<file path="src/rtl/fifo_bank.sv">
// fifo_bank: NUM_CH independent first-word-fall-through FIFOs sharing one clock.
// Each channel has its own write/read pointers, occupancy count and sticky
// overflow flag. Status outputs are decoded from the registered count.
//
// Ports:
//   fifo_clk      in   clock, all state updates on the rising edge
//   rst           in   asynchronous active-high reset
//   data_in       in   write data, channel i at [i*DATASIZE +: DATASIZE]
//   valid_in      in   per-channel write request
//   ready_in      in   per-channel read request (pop head)
//   err_clr       in   clears all sticky overflow flags
//   data_out      out  head entry per channel, same packing as data_in
//   valid_out     out  channel non-empty
//   full_out      out  count == DEPTH
//   afull_out     out  count >= AF_THRESH
//   pressure_out  out  occupancy count, channel i at [i*(WIDTH+1) +: WIDTH+1]
//   ovf_out       out  sticky overflow flag
module fifo_bank #(
  parameter int unsigned NUM_CH    = 3,
  parameter int unsigned DEPTH     = 8,
  parameter int unsigned WIDTH     = 3,
  parameter int unsigned DATASIZE  = 40,
  parameter int unsigned AF_THRESH = 6
) (
  input  logic                         fifo_clk,
  input  logic                         rst,
  input  logic [NUM_CH*DATASIZE-1:0]   data_in,
  input  logic [NUM_CH-1:0]            valid_in,
  input  logic [NUM_CH-1:0]            ready_in,
  input  logic                         err_clr,
  output logic [NUM_CH*DATASIZE-1:0]   data_out,
  output logic [NUM_CH-1:0]            valid_out,
  output logic [NUM_CH-1:0]            full_out,
  output logic [NUM_CH-1:0]            afull_out,
  output logic [NUM_CH*(WIDTH+1)-1:0]  pressure_out,
  output logic [NUM_CH-1:0]            ovf_out
);

  localparam int unsigned CW = WIDTH + 1;
  localparam logic [CW-1:0] DEPTH_C = CW'(DEPTH);
  localparam logic [CW-1:0] AF_C    = CW'(AF_THRESH);

  for (genvar ch = 0; ch < NUM_CH; ch++) begin : g_ch
    logic [CW-1:0]       r_count;
    logic [WIDTH-1:0]    r_wptr;
    logic [WIDTH-1:0]    r_rptr;
    logic                r_ovf;
    logic [DATASIZE-1:0] r_mem [DEPTH];

    logic                w_rd;
    logic                w_wr;
    logic                w_ovf;
    logic [DATASIZE-1:0] w_din;

    assign w_din = data_in[ch*DATASIZE +: DATASIZE];

    // A read on empty is dropped; a write at full is taken only when a read
    // frees the slot in the same cycle, so count stays within 0..DEPTH.
    assign w_rd  = ready_in[ch] & (r_count != '0);
    assign w_wr  = valid_in[ch] & ((r_count != DEPTH_C) | w_rd);
    assign w_ovf = valid_in[ch] & ~w_wr;

    // Pointers, count and sticky overflow; a new overflow beats err_clr.
    always_ff @(posedge fifo_clk or posedge rst) begin
      if (rst) begin
        r_count <= '0;
        r_wptr  <= '0;
        r_rptr  <= '0;
        r_ovf   <= 1'b0;
      end else begin
        if (w_wr) r_wptr <= r_wptr + WIDTH'(1);
        if (w_rd) r_rptr <= r_rptr + WIDTH'(1);
        r_count <= r_count + CW'(w_wr) - CW'(w_rd);
        if (w_ovf)        r_ovf <= 1'b1;
        else if (err_clr) r_ovf <= 1'b0;
      end
    end

    // Storage is not reset; only locations below count are ever observed.
    always_ff @(posedge fifo_clk) begin
      if (w_wr) r_mem[r_wptr] <= w_din;
    end

    assign data_out[ch*DATASIZE +: DATASIZE] = r_mem[r_rptr];
    assign valid_out[ch]                     = (r_count != '0);
    assign full_out[ch]                      = (r_count == DEPTH_C);
    assign afull_out[ch]                     = (r_count >= AF_C);
    assign pressure_out[ch*CW +: CW]         = r_count;
    assign ovf_out[ch]                       = r_ovf;
  end

endmodule

</file>
<file path="config.mk">
export PLATFORM = sky130hd
export DESIGN_NAME = fifo_bank
export DESIGN_NICKNAME = d
export VERILOG_FILES = /design/src/rtl/fifo_bank.sv
export SDC_FILE = /design/constraint.sdc
export NUM_CORES = 1
export LEC_CHECK = 0
export CORE_AREA = 5 5 301 303
export DETAILED_ROUTE_END_ITERATION = 7
export DIE_AREA = 0 0 306 308
export PLACE_DENSITY = 0.71
export SLEW_MARGIN = 20
export SYNTH_ARGS = -nofsm -noshare
export SYNTH_HDL_FRONTEND = slang
export SYNTH_SLANG_ARGS = --single-unit
</file>
<file path="constraint.sdc">
create_clock -name fifo_clk -period 9.8 [get_ports fifo_clk]
set_input_delay 1.96 -clock fifo_clk [delete_from_list [all_inputs] [get_ports fifo_clk]]
set_output_delay 1.96 -clock fifo_clk [all_outputs]
set_load 0.02 [all_outputs]
</file>
==> impl_metrics.yaml, run 1 <==
synthesis:
  synth_adder_area_share: 0.00925
  ys_warn_count: 0
  yosysUniqueCellTypes: 31
  postSynthCellCount: 1591
  synth.area.mux_share: 0.198
  syn_area_um2: 39000
  ys_seq_elements: 993
  synthXorXnorAreaFrac: 0.00405
  synth_compound_area_frac: 0.00337
  synth_fp_nets: 1747
  synth_area_per_cell_um2: 24.5
  synth-simple-area-share: 0.00925
  ys_seq_area_frac: 0.761
  synth_top_family_by_area: "multiplexers"
die:
  core-area_um2: 87700
  start_util: 0.444
  fp.dieH_um: 308
  io_pins: 273
  die_w_um: 306
  row_count: 109
  die_area_um2: 94200
worst_setup_path:
  worstPathMaxFanout: 42
  r2r_start: "g_ch[2].r_count[2]$_DFF_PP0_"
  crit_arrival_ns: 3.82
  path_delay_family: "buffers and inverters"
  max_stage_delay_ns: 0.89
  critPathBufInv: 2
  crit_chain: "buf_4, mux4_1, mux2_2, clkdlybuf4s50_1"
  critPathKind: "reg -> out"
  critPathSlowestCell: "dfrtp_4"
  critPathCaptureType: "primary output"
  reg2reg_to: "g_ch[2].r_mem[2][39]$_DFFE_PP_"
  start_kind: "flip-flop"
  reg2reg_depth: 6
  reg2reg_slack_ns: 6.62
  worstPathRequired_ns: 7.84
clock_tree:
  numCtsBuffers: 97
  clock_latency_ns: 0.65
  root_buffer: "clkbuf_16"
  cts_sinks: 993
  cts_tree: "yes"
  cts_post_setup_buffers_inserted: 0
  path_clk_slew_ns: 0.06
  cts_hold_buffers: 0
  htree_levels: 3
  post_cts_resize_count: 0
  clock_path_buffers: 3
detailed_routing:
  dr.pass1.iters: 5
  wl_per_cell_um: 24.2
  vias_per_cell: 5.42
  ant_nets: 0
  wirelength_mm: 77.0
  drt-initial-drc-count: 1030
  drc: 0
  vias: 17243
timing:
  max_freq_mhz: 173
  slew_violations: 0
  setup_violations: 0
  min_period_ns: 5.78
  fin_crit_sh: 0.589
  rsz0062_at_grt: "no"
  clock_skew_ns: 0.0126
  slew_headroom: 0.264
  finalHoldViolCount: 0
  tightest_slew_ns: 1.10
  tns_ns: 0
place:
  io_buffers: 272
  dp_hpwl_mm: 43.4
  dpl_cell_area_um2: 43100
  place_congestion: 0.730
  place_inst: 2995
final_layout:
  area_growth_pct: 18.7
  final_layout_size_suffix_gt1_frac: 0.179
  multiInputGateArea_um2: 8870
  stdcell_count: 3180
  n_fill_cell: 6596
  final-seq-area_um2: 29700
  layout.nets: 2085
  final_area_um2: 46300
power_and_ir_drop:
  p_sw_frac: 0.302
  vdd_drop_max_mv: 0.243
  powerDensity_nw_per_um2: 302
  pwr-share-clk: 0.259
  leakagePower_nw: 15.4
  p_int_mw: 9.74
  power_frac_seq: 0.408
  power_mw: 14.0
  power_frac_comb: 0.333
  p_sw_mw: 4.21
global_route:
  grt_pass1_vias: 18379
  met1_usage: 0.214
  overflow: 0
  antenna_found_initial: 8
  grt_max_degree: 82
  grt.total_usage: 0.161
  top_usage_layer: "met2"
  grt_pass1_wl_mm: 115
  met2_usage: 0.270
  grt_util_met3: 0.0409
min_path:
  hold_path_end: "g_ch[0].r_ovf$_DFFE_PP0P_"
  min_from: "g_ch[0].r_ovf$_DFFE_PP0P_"
  hold_path_class: "reg -> reg"
  holdPathStages: 1
outcome:
  outcome: "completed"
job:
  drv_cap: 0
## cell usage after synthesis (all sizes together)
master,n,share of area
mux4,240,0.16
xnor2,14,0.0031
inv,18,0.0017
nor2,14,0.0013
nor3,12,0.0015
ha,24,0.0077
mux2,126,0.036
mux2i,3,0.00077
a21oi,3,0.00039
o21ai,6,0.0011
or2,3,0.00048
nor4,3,0.00048
or3b,6,0.0013
edfxtp,960,0.74
nor2b,6,0.00096
o211ai,3,0.00058
fa,3,0.0015
buf,49,0.011
a32o,3,0.00077
nand3,3,0.00039
a21o,3,0.00058
clkbuf,28,0.0027
dfrtp,33,0.021
nand2,18,0.0017
nand2b,6,0.00096
xor2,4,0.00090
## kinds of logic after synthesis
family                   count (synthesis)
adder cells (fa/ha/maj)                 27
AND/OR/NAND/NOR                         71
AO/OA/AOI/OAI                           18
XOR/XNOR                                18
buffers and inverters                   95
flip-flops                             993
multiplexers                           369
## through the flow
step	hold WS, ns	utilization	worst slack (ns)
final	0.511	0.528	4.02
after global routing	0.530	0.527	3.87
after CTS	0.509	0.527	3.93
after detailed placement	0.492	0.492	4.65
after global placement	0.479	0.492	4.71
after floorplan	0.467	-	3.09
## state kept, by name, summed over array words and instances (netlist names)
signal	cells
g_ch.r_mem	960
g_ch.r_ovf	3
g_ch.r_wptr	9
g_ch.r_rptr	9
g_ch.r_count	12
## placed cells by master, fill, tap and decap left out, types with 23 or more instances in the layout
cell	count
buf_4	43
clkbuf_1	23
clkbuf_16	99
clkdlybuf4s50_1	272
clkinv_1	24
dfrtp_1	24
edfxtp_1	960
ha_1	24
mux2_2	126
mux4_1	230
## worst max path at each step
| stage | from | to | cells past startpoint |
|---|---|---|---|
| finish | g_ch[0].r_rptr[1]$_DFFE_PP0N_ | data_out[32] | 4 |
| global route | g_ch[0].r_rptr[1]$_DFFE_PP0N_ | data_out[32] | 4 |
| CTS | g_ch[0].r_rptr[1]$_DFFE_PP0N_ | data_out[32] | 4 |
| detailed placement | g_ch[0].r_rptr[1]$_DFFE_PP0N_ | data_out[32] | 4 |
| global placement | g_ch[2].r_rptr[1]$_DFFE_PP0N_ | data_out[83] | 4 |
| floorplan | ready_in[2] | g_ch[2].r_mem[1][0]$_DFFE_PP_ | 3 |
## worst reg2reg max path, delay by kind of cell, from the launching register on
kind | cells | cell delay [ns]
flip-flops | 1 | 0.45
AND/OR/NAND/NOR | 2 | 0.86
adder cells (fa/ha/maj) | 1 | 0.16
AO/OA/AOI/OAI | 1 | 0.86
buffers and inverters | 2 | 0.54
## power by group through the flow
| stage | sequential, mW | clock, mW | combinational [mW] |
|---|---|---|---|
| after floorplan | 5.63 | 0 | 3.04 |
| after global routing | 5.76 | 3.89 | 4.93 |
| after global placement | 5.74 | 0 | 4.67 |
| after CTS | 5.71 | 3.70 | 4.73 |
| after detailed placement | 5.80 | 0 | 4.71 |
| final | 5.70 | 3.61 | 4.64 |
## area by class of cell
| class | count | area share |
|---|---|---|
| sequential | 993 | 0.641 |
| antenna | 3 | 0.000162 |
| multi-input combinational | 503 | 0.192 |
| timing repair buffer | 316 | 0.0661 |
| clock inverter | 57 | 0.0112 |
| clock buffer | 125 | 0.0563 |
| tap | 1165 | 0.0315 |
| inverter | 18 | 0.00146 |
## metal layers
layer	routed length [µm]	vias up
li1	-	7627
met1	31800	9035
met5	74	-
met3	5090	105
met2	38600	466
met4	1440	10
No activity file was read; power rests on OpenSTA's default activity.
==> run 2, diff against run 1 <==
clock period = 5.5 ns   (was 9.8 ns; I/O delays follow)
==> impl_metrics.yaml, run 2 (synthesized netlist as in run 1, its figures left out) <==
final_layout:
  top_register: "g_ch.r_mem"
  multiInputGateArea_um2: 8900
  layout.nets: 2085
  largest_reg_flops: 960
  mostFrequentLayoutCells: "edfxtp_1 (960), clkdlybuf4s50_1 (272), mux4_1 (230)"
  n_fill_cell: 6587
  area_growth_pct: 18.9
  final_layout_size_suffix_gt1_frac: 0.178
  final-seq-area_um2: 29700
  reg_top3: "g_ch.r_mem: 960 flops, g_ch.r_count: 12 flops"
  final_common_cell: "edfxtp_1"
  stdcell_count: 3178
worst_setup_path:
  critPathKind: "reg -> out"
  reg2reg_to: "g_ch[0].r_mem[2][2]$_DFFE_PP_"
  worstPathMaxFanout: 49
  crit_arrival_ns: 3.48
  start_kind: "flip-flop"
  critPathCaptureType: "primary output"
  reg2reg_slack_ns: 2.45
  worstPathRequired_ns: 4.40
  reg2reg_depth: 6
  r2r_start: "g_ch[0].r_count[2]$_DFF_PP0_"
  crit_start: "g_ch[2].r_rptr[1]$_DFFE_PP0N_"
clock_tree:
  cts_hold_buffers: 0
  cts_sinks: 993
  root_buffer: "clkbuf_16"
  cts_post_setup_buffers_inserted: 0
  clock_latency_ns: 0.64
  path_clk_slew_ns: 0.06
  numCtsBuffers: 99
  clock_path_buffers: 3
  cts_tree: "yes"
  post_cts_resize_count: 0
  htree_levels: 3
place:
  io_buffers: 272
  place_inst: 2993
  dp_hpwl_mm: 44.9
  place_congestion: 0.744
die:
  core-area_um2: 87700
  io_pins: 273
  die_w_um: 306
  die_area_um2: 94200
  fp.dieH_um: 308
  start_util: 0.444
  row_count: 109
timing:
  finalHoldViolCount: 0
  fin_crit_sh: 0.833
  slew_violations: 0
  clock_skew_ns: 0.0194
  setup_violations: 0
  max_freq_mhz: 218
  min_period_ns: 4.58
  hold_slack_ns: 0.509
  slew_headroom: 0.272
  tns_ns: 0
  rsz0062_at_grt: "no"
  tightest_slew_ns: 1.08
detailed_routing:
  drt-initial-drc-count: 1209
  drc: 0
  wirelength_mm: 78.5
  wl_per_cell_um: 24.7
  vias: 17309
  dr.pass1.iters: 5
  vias_per_cell: 5.45
  ant_nets: 0
power_and_ir_drop:
  powerDensity_nw_per_um2: 537
  leakagePower_nw: 15.5
  vdd_drop_max_mv: 0.430
  power_mw: 24.9
global_route:
  grt_max_degree: 81
  grt.total_usage: 0.164
  antenna_found_initial: 13
  grt_pass1_wl_mm: 117
  overflow: 0
  grt_pass1_vias: 18527
outcome:
  outcome: "completed"
min_path:
  holdPathStages: 1
  min_from: "g_ch[2].r_ovf$_DFFE_PP0P_"
  hold_path_end: "g_ch[2].r_ovf$_DFFE_PP0P_"
  hold_path_class: "reg -> reg"
job:
  drv_cap: 0
-- run 2: final cells by class --
type	instances	share of cell area
inverter	18	0.00146
clock inverter	40	0.00705
tap	1165	0.0315
timing repair buffer	314	0.0683
clock buffer	139	0.0589
multi-input combinational	503	0.192
antenna	6	0.000324
sequential	993	0.640
-- run 2: per-layer routing --
layer,global-route usage,wire length [µm]
met5,0,67
met4,0.0454,1470
met3,0.0406,5240
met2,0.277,39900
met1,0.215,31900
-- run 2: how the worst max path moves through the flow --
stage and end:
2_1_floorplan g_ch[0].r_mem[0][0]$_DFFE_PP_, 3_3_place_gp data_out[89], 3_5_place_dp data_out[89], 4_1_cts data_out[89], 5_1_grt data_out[89], 6_report data_out[89]
-- run 2: stage by stage --
stage               setup WS [ns]   util  cell area, µm²
floorplan                   0.618      -           39000
global placement             1.58  0.493           43300
detailed placement           1.55  0.493           43300
CTS                         0.842  0.528           46300
global route                0.811  0.528           46300
finish                      0.921  0.528           46300
-- run 2: critical path, cell delays in order, from the launching register on --
cell	delay, ns
dfrtp_4	0.99
buf_12	0.34
mux4_1	0.60
mux2_2	0.28
clkdlybuf4s50_1	0.59
-- run 2: power by group --
group / switching, mW / leakage (nW) / total, mW / internal (mW)
Combinational: 4.02 / 4.85 / 8.16 / 4.15
Sequential: 0.837 / 9.10 / 10.4 / 9.55
Clock: 2.65 / 1.50 / 6.33 / 3.68
Total: 7.50 / 15.5 / 24.9 / 17.4
==> run 3, diff against run 2 <==
PLACE_DENSITY = 0.74   (was 0.71)
clock period = 4 ns   (was 5.5 ns; I/O delays follow)
==> impl_metrics.yaml, run 3 (synthesized netlist as in run 1, its figures left out) <==
outcome:
  outcome: "completed"
global_route:
  antenna_found_initial: 13
  grt_pass1_wl_mm: 116
  grt_max_degree: 82
  overflow: 0
  grt.total_usage: 0.163
  grt_pass1_vias: 18509
timing:
  slew_violations: 0
  tightest_slew_ns: 0.916
  setup_violations: 0
  finalHoldViolCount: 0
  max_freq_mhz: 259
  min_period_ns: 3.86
  fin_crit_sh: 0.964
  rsz0062_at_grt: "no"
  slew_headroom: 0.388
  tns_ns: 0
  clock_skew_ns: 0.0386
  hold_slack_ns: 0.505
place:
  dp_hpwl_mm: 45.1
  place_inst: 3009
  io_buffers: 272
  dpl_cell_area_um2: 43600
  place_congestion: 0.738
job:
  drv_cap: 0
min_path:
  hold_path_class: "reg -> reg"
  min_from: "g_ch[1].r_ovf$_DFFE_PP0P_"
final_layout:
  top_register: "g_ch.r_mem"
  layout.nets: 2102
  reg_top3: "g_ch.r_mem: 960 flops, g_ch.r_count: 12 flops"
  final_common_cell: "edfxtp_1"
  area_growth_pct: 20.3
  final_area_um2: 46900
  mostFrequentLayoutCells: "edfxtp_1 (960), clkdlybuf4s50_1 (272), mux4_1 (230)"
  final_layout_size_suffix_gt1_frac: 0.187
  largest_reg_flops: 960
  stdcell_count: 3198
die:
  die_area_um2: 94200
  core-area_um2: 87700
  die_w_um: 306
  io_pins: 273
  start_util: 0.444
  fp.dieH_um: 308
  row_count: 109
clock_tree:
  numCtsBuffers: 97
  cts_tree: "yes"
  cts_hold_buffers: 0
  clock_path_buffers: 3
  cts_sinks: 993
  post_cts_resize_count: 0
  path_clk_slew_ns: 0.06
  htree_levels: 3
  clock_latency_ns: 0.66
  root_buffer: "clkbuf_16"
worst_setup_path:
  worstPathRequired_ns: 3.20
  critPathCaptureType: "primary output"
  start_kind: "flip-flop"
  critPathKind: "reg -> out"
  worstPathMaxFanout: 17
  reg2reg_slack_ns: 1.39
  critPathSlowestCell: "dfrtp_4"
  r2r_start: "g_ch[2].r_count[2]$_DFF_PP0_"
  crit_start: "g_ch[0].r_rptr[1]$_DFFE_PP0N_"
  crit_chain: "buf_4, mux4_1, mux2_2, clkdlybuf4s50_1"
  critPathBufInv: 2
  path_delay_family: "buffers and inverters"
  crit_arrival_ns: 3.06
  max_stage_delay_ns: 0.67
detailed_routing:
  vias_per_cell: 5.46
  dr.pass1.iters: 5
  ant_nets: 0
  wirelength_mm: 78.6
  drc: 0
  wl_per_cell_um: 24.6
  drt-initial-drc-count: 1183
  vias: 17462
power_and_ir_drop:
  power_mw: 34.8
  powerDensity_nw_per_um2: 743
  leakagePower_nw: 15.7
  vdd_drop_max_mv: 0.615
==> run 3: worst paths after layout <==
check                                                 to  cells past startpoint
min reg2reg                    g_ch[1].r_ovf$_DFFE_PP0P_                      1
max in group asynchronous  g_ch[1].r_rptr[1]$_DFFE_PP0N_                      2
min in group asynchronous   g_ch[2].r_count[3]$_DFF_PP0_                      2
min                            g_ch[1].r_ovf$_DFFE_PP0P_                      1
max                                         data_out[29]                      4
max reg2reg                 g_ch[2].r_count[2]$_DFF_PP0_                      9
==> run 3: report_power, final <==
group	switching (mW)	internal, mW	leakage, nW	total (mW)
sequential	0.813	13.1	9.10	13.9
combinational	5.97	5.98	5.03	11.9
clock	3.81	5.13	1.54	8.94
==> run 3: timing repair <==
| action | in CTS | in global routing |
|---|---|---|
| hold endpoints to repair | 0 | 0 |
| setup endpoints to repair | 76 | 0 |
| buffers inserted | 3 | 0 |
==> run 3: layout make-up <==
class / count / area [µm²]
Sequential cell: 993 / 29700
Inverter: 18 / 67.6
Antenna cell: 7 / 17.5
Fill cell: 6476 / 40800
Tap cell: 1165 / 1460
Clock buffer: 116 / 2530
Clock inverter: 63 / 648
Multi-Input combinational cell: 503 / 8940
Timing Repair Buffer: 333 / 3530
==> run 3: stage by stage <==
| step | setup slack (ns) | utilization |
|---|---|---|
| CTS | 0.0530 | 0.534 |
| finish | 0.144 | 0.534 |
| global placement | 0.658 | 0.497 |
| detailed placement | 0.634 | 0.497 |
| floorplan | -0.495 | - |
| global route | 0.0212 | 0.534 |
==> run 3: per-layer routing <==
| layer | vias up | GRT usage | routed length (µm) |
|---|---|---|---|
| li1 | 7672 | - | - |
| met1 | 9153 | 0.212 | 31900 |
| met2 | 511 | 0.278 | 39900 |
| met3 | 114 | 0.0371 | 5070 |
| met4 | 12 | 0.0495 | 1680 |
| met5 | - | 0 | 74 |
